===== src/rtl/seg7_pkg.sv =====
// Shared seven-segment glyphs and counter sizing helper.
// Patterns are {g,f,e,d,c,b,a}, active-low.
package seg7_pkg;

    localparam logic [6:0] SEG_0 = 7'b1000000;
    localparam logic [6:0] SEG_1 = 7'b1111001;
    localparam logic [6:0] SEG_2 = 7'b0100100;
    localparam logic [6:0] SEG_3 = 7'b0110000;
    localparam logic [6:0] SEG_4 = 7'b0011001;
    localparam logic [6:0] SEG_5 = 7'b0010010;
    localparam logic [6:0] SEG_6 = 7'b0000010;
    localparam logic [6:0] SEG_7 = 7'b1111000;
    localparam logic [6:0] SEG_8 = 7'b0000000;
    localparam logic [6:0] SEG_9 = 7'b0010000;
    localparam logic [6:0] SEG_A = 7'b0001000;
    localparam logic [6:0] SEG_B = 7'b0000011;
    localparam logic [6:0] SEG_C = 7'b1000110;
    localparam logic [6:0] SEG_D = 7'b0100001;
    localparam logic [6:0] SEG_E = 7'b0000110;
    localparam logic [6:0] SEG_F = 7'b0001110;

    localparam logic [6:0] SEG_BLANK = 7'b1111111;

    function automatic int cnt_width(int m);
        return ($clog2(m) < 1) ? 1 : $clog2(m);
    endfunction

endpackage


===== src/rtl/mod_counter_if.sv =====
// Control and display bundle of one counter stage.
// Board/cascade logic is master, the counter is slave.
interface mod_counter_if
    import seg7_pkg::*;
#(
    parameter int MODULO = 10
);

    localparam int WIDTH  = cnt_width(MODULO);
    localparam int DIGITS = (WIDTH + 3) / 4;

    logic                  en;
    logic                  up;
    logic                  load;
    logic [WIDTH-1:0]      din;
    logic [WIDTH-1:0]      count;
    logic                  tc;
    logic [7*DIGITS-1:0]   out;

    modport master (
        output en, up, load, din,
        input  count, tc, out
    );

    modport slave (
        input  en, up, load, din,
        output count, tc, out
    );

endinterface


===== src/rtl/seg7_hex.sv =====
// One hex digit to an active-low seven-segment glyph.
// Covers the full 0-F range.
module seg7_hex
    import seg7_pkg::*;
(
    input  logic [3:0] val,
    output logic [6:0] seg
);

    // Glyph lookup
    always_comb begin
        seg = SEG_BLANK;
        unique case (val)
            4'h0: seg = SEG_0;
            4'h1: seg = SEG_1;
            4'h2: seg = SEG_2;
            4'h3: seg = SEG_3;
            4'h4: seg = SEG_4;
            4'h5: seg = SEG_5;
            4'h6: seg = SEG_6;
            4'h7: seg = SEG_7;
            4'h8: seg = SEG_8;
            4'h9: seg = SEG_9;
            4'hA: seg = SEG_A;
            4'hB: seg = SEG_B;
            4'hC: seg = SEG_C;
            4'hD: seg = SEG_D;
            4'hE: seg = SEG_E;
            4'hF: seg = SEG_F;
        endcase
    end

endmodule


===== src/rtl/mod_counter.sv =====
// Modulo-N up/down counter with load, cascade carry
// and per-digit seven-segment decode.
module mod_counter
    import seg7_pkg::*;
#(
    parameter int MODULO = 10
) (
    input  logic         clk,
    input  logic         rst,
    mod_counter_if.slave bus
);

    localparam int WIDTH  = cnt_width(MODULO);
    localparam int DIGITS = (WIDTH + 3) / 4;
    localparam int PADW   = 4 * DIGITS;

    localparam logic [WIDTH-1:0] MAX =
        WIDTH'(MODULO - 1);
    localparam logic [WIDTH:0] MOD_X =
        (WIDTH + 1)'(MODULO);

    logic [WIDTH-1:0] count_q;
    logic [WIDTH-1:0] count_d;
    logic [PADW-1:0]  cnt_pad;
    logic [6:0]       seg [DIGITS];
    logic             at_edge;

    // Next count: load first, then a wrap-aware step.
    // Boundaries are compared before stepping so
    // nothing ever needs more than WIDTH bits.
    always_comb begin
        count_d = count_q;
        if (bus.load) begin
            if ({1'b0, bus.din} < MOD_X)
                count_d = bus.din;
            else
                count_d = '0;
        end else if (bus.en) begin
            if (bus.up)
                count_d = (count_q == MAX) ?
                    '0 : count_q + WIDTH'(1);
            else
                count_d = (count_q == '0) ?
                    MAX : count_q - WIDTH'(1);
        end
    end

    // Count register, cleared immediately on reset
    always_ff @(posedge clk or negedge rst) begin
        if (!rst)
            count_q <= '0;
        else
            count_q <= count_d;
    end

    // Carry out: the step about to wrap this stage
    always_comb begin
        at_edge = bus.up ? (count_q == MAX)
                         : (count_q == '0);
        bus.tc  = rst & bus.en & ~bus.load & at_edge;
    end

    assign bus.count = count_q;
    assign cnt_pad   = PADW'(count_q);

    for (genvar k = 0; k < DIGITS; k++) begin : g_digit
        seg7_hex u_hex (
            .val (cnt_pad[4*k +: 4]),
            .seg (seg[k])
        );
    end

    // Pack the digit glyphs onto the display bus
    always_comb begin
        bus.out = '0;
        for (int k = 0; k < DIGITS; k++)
            bus.out[7*k +: 7] = seg[k];
    end

endmodule


===== src/flat_wrapper.sv =====
// flat-port wrapper written by rule: the top's interface ports become plain ports
module mod_counter_flat import seg7_pkg::*;
#(
    parameter int MODULO = 10
)
  (clk, rst, bus_en, bus_up, bus_load, bus_din, bus_count, bus_tc, bus_out);
  mod_counter_if #(.MODULO(MODULO)) bus_i ();
  input  logic clk;
  input  logic rst;
  input wire logic [$bits(bus_i.en)-1:0] bus_en;
  input wire logic [$bits(bus_i.up)-1:0] bus_up;
  input wire logic [$bits(bus_i.load)-1:0] bus_load;
  input wire logic [$bits(bus_i.din)-1:0] bus_din;
  output wire logic [$bits(bus_i.count)-1:0] bus_count;
  output wire logic [$bits(bus_i.tc)-1:0] bus_tc;
  output wire logic [$bits(bus_i.out)-1:0] bus_out;
  assign bus_i.en = bus_en;
  assign bus_i.up = bus_up;
  assign bus_i.load = bus_load;
  assign bus_i.din = bus_din;
  assign bus_count = bus_i.count;
  assign bus_tc = bus_i.tc;
  assign bus_out = bus_i.out;
  mod_counter #(.MODULO(MODULO)) u_core (.clk(clk), .rst(rst), .bus(bus_i));
endmodule

===== config.mk =====
export PLATFORM = sky130hd
export DESIGN_NAME = mod_counter_flat
export DESIGN_NICKNAME = d
export VERILOG_FILES = /design/src/rtl/seg7_pkg.sv /design/src/rtl/mod_counter_if.sv /design/src/rtl/seg7_hex.sv /design/src/rtl/mod_counter.sv /design/src/flat_wrapper.sv
export SDC_FILE = /design/constraint.sdc
export NUM_CORES = 1
export LEC_CHECK = 0
export ABC_AREA = 1
export CORE_MARGIN = 3
export CORE_UTILIZATION = 39
export DETAILED_ROUTE_END_ITERATION = 10
export PLACE_DENSITY = 0.83
export SLEW_MARGIN = 20
export SYNTH_ARGS = -nofsm -noshare
export SYNTH_HDL_FRONTEND = slang
export SYNTH_SLANG_ARGS = --single-unit

===== constraint.sdc =====
create_clock -name clk -period 1.6 [get_ports clk]
set_clock_uncertainty 0.15 [all_clocks]
set_input_delay 0.16 -clock clk [delete_from_list [all_inputs] [get_ports clk]]
set_output_delay 0.16 -clock clk [all_outputs]
set_load 0.03 [all_outputs]

==> flow_metrics.env <==
export IMPL_grt_pass1_vias=841
export IMPL_rows=13
export IMPL_antenna_found_initial=0
export IMPL_syn2layout_area_growth_pct=102
export IMPL_fin_crit_ps=1840
export IMPL_largest_register_ffs=4
export IMPL_drtPass1Iterations=4
export IMPL_cts_tree="done"
export IMPL_ctsHoldBuffers=0
export IMPL_avgViaCountPerCell=6.09
export IMPL_ff2ff_setup_slack_ps=-90
export IMPL_hpwl_um=1490
export IMPL_yosysWarnings=0
export IMPL_finalMaxSlewViolations=0
export IMPL_routed_wirelength_um=2590
export IMPL_grt_setup_unrepaired="true"
export IMPL_status="finished, violations left"
export IMPL_ys_seq_area_share_pct=17.3
export IMPL_cap_violations=0
export IMPL_drive_gt1_share_pct=54.5
export IMPL_placed_area_sq_um=906
export IMPL_ant_nets=0
export IMPL_cts_buffer_depth=2
export IMPL_clock_root_buffer="clkbuf_4"
export IMPL_synth_cell_types=22
export IMPL_ys_seq_elements=4
export IMPL_fp_dieArea_sq_um=1980
export IMPL_htree_levels=1
export IMPL_syn_area_per_cell_sq_um=6.37
export IMPL_finish_instance_area_sq_um=1170
export IMPL_route_detailed_drc=0
export IMPL_wl_per_cell_um=17.4
export IMPL_fmax_mhz=543
export IMPL_dp_cells=137
export IMPL_synthCells=91
export IMPL_hold_viol=0
export IMPL_synthesis_area_sq_um=579
export IMPL_clock_sinks=4
export IMPL_drtIter0Drc=34
export IMPL_cp_startpoint="u_core.bus.count[1]"
export IMPL_core_area_sq_um=1350
export IMPL_min_path_type="in -> async"
export IMPL_p_leak_nw=0.530
export IMPL_ir_drop_uv=662
export IMPL_n_antenna_cell=0
export IMPL_period_share_pct=115
export IMPL_initial_core_util_pct=42.9
export IMPL_final_common_cell="buf_4"
export IMPL_grt_pass1_wl_um=3860
export IMPL_grt_max_degree=14
export IMPL_portBuffers=20
export IMPL_setup_ws_ps=-241
export IMPL_final_cell_mix="buf_4, nand2_1, buf_6"
export IMPL_setup_viol=11
export IMPL_relSlewSlack_pct=79.3
export IMPL_grt_usage_pct=26.6
export IMPL_clkLatencyLatePin_ps=250
export IMPL_overflow=0
export IMPL_die_h_um=44.5
export IMPL_worst_pin_slew_ps=312
export IMPL_gp_congestion=0.875
export IMPL_io_pins=21
export IMPL_violations="negative setup slack"
export IMPL_final_nets=150
export IMPL_cp_required_ps=1290
export IMPL_stdcell_count=149
export IMPL_power_mw=1.12
export IMPL_crit_path_end_kind="primary output"
export IMPL_crit_arrival_ps=1530
export IMPL_synth_fp_nets=106
export IMPL_vias=908
export IMPL_r2r_start="u_core.bus.count[1]"
export IMPL_cts_buffers=3
export IMPL_clk_pin_slew_ps=40
export IMPL_worst_path_max_fanout=4
export IMPL_crit_type="reg -> out"
export IMPL_die_w_um=44.5
export IMPL_powerDensity_nw_per_um2=956
export IMPL_critPathLaunchType="register"
critical path: stages (launching register included):
cell,delay [ps]
dfrtp_2,440
inv_4,100
ha_4,160
buf_6,140
nand3_4,80
a22oi_2,180
buf_6,170
layout make-up:
cell class / instances / area [sq um]
Sequential cell: 4 / 104
Multi-Input combinational cell: 72 / 587
Fill cell: 67 / 180
Tap cell: 15 / 18.8
Inverter: 13 / 61.3
Clock buffer: 4 / 26.3
Timing Repair Buffer: 41 / 373
synth_stat cells (all sizes together):
cell type | count | share of area [%]
nand2 | 20 | 14
nor2 | 10 | 6.5
o22ai | 1 | 1.1
xnor2 | 1 | 1.5
o221ai | 1 | 1.5
ha | 6 | 13
inv | 13 | 8.4
nand3 | 11 | 9.5
dfrtp | 4 | 17
o211ai | 3 | 3.9
o2111ai | 1 | 1.5
a21oi | 4 | 3.5
o21ai | 9 | 8.4
a22oi | 1 | 1.3
buf | 2 | 3.9
o31ai | 1 | 1.3
a31oi | 1 | 1.1
nand4 | 2 | 2.2
power by group:
group,internal (mW),switching (mW)
logic,0.351,0.476
registers,0.119,0.0253
clock network,0.0943,0.0531
cell families (layout without fill, tap and decap cells):
logic type | Yosys count | in the layout | synth area share [%]
flops | 4 | 4 | 17.3
buf+inv | 15 | 58 | 12.3
simple gates | 43 | 43 | 32.4
fa+ha+maj | 6 | 6 | 13.0
xor+xnor | 1 | 1 | 1.51
compound gates | 22 | 22 | 23.5
metal layers:
layer | share of wire [%] | global-route usage [%] | vias to the layer above
met2 | 50 | 44.7 | 83
met5 | 0 | 0 | -
met4 | 3.5 | 11.4 | 0
met1 | 36 | 31.6 | 407
li1 | - | - | 398
met3 | 11 | 6.50 | 20
worst paths after layout:
path	to	cells after the start
worst min register to register	u_core.bus.count[2]	2
min in group clk	u_core.bus.count[2]	3
worst max-delay path	bus_out[5]	6
max in group asynchronous	u_core.bus.count[3]	2
worst min-delay path	u_core.bus.count[1]	2
worst max register to register	u_core.bus.count[2]	10
per-stage QoR:
stage	hold slack, ps	utilization [%]	TNS, ps	setup WS, ps
after floorplan	-286	-	-617	-122
after global placement	331	67.1	-37.4	-27.8
after detailed placement	329	67.1	-93.5	-56.3
after CTS	65.7	79.8	-1240	-199
after global routing	75.6	86.7	-2380	-309
final	70.4	86.7	-1630	-241
what timing repair did:
item,in CTS,in global routing
resized for setup,33,22
setup buffers,4,4
setup endpoints to repair,13,12
pin swaps,9,6
(Power assumes the default switching activity.)
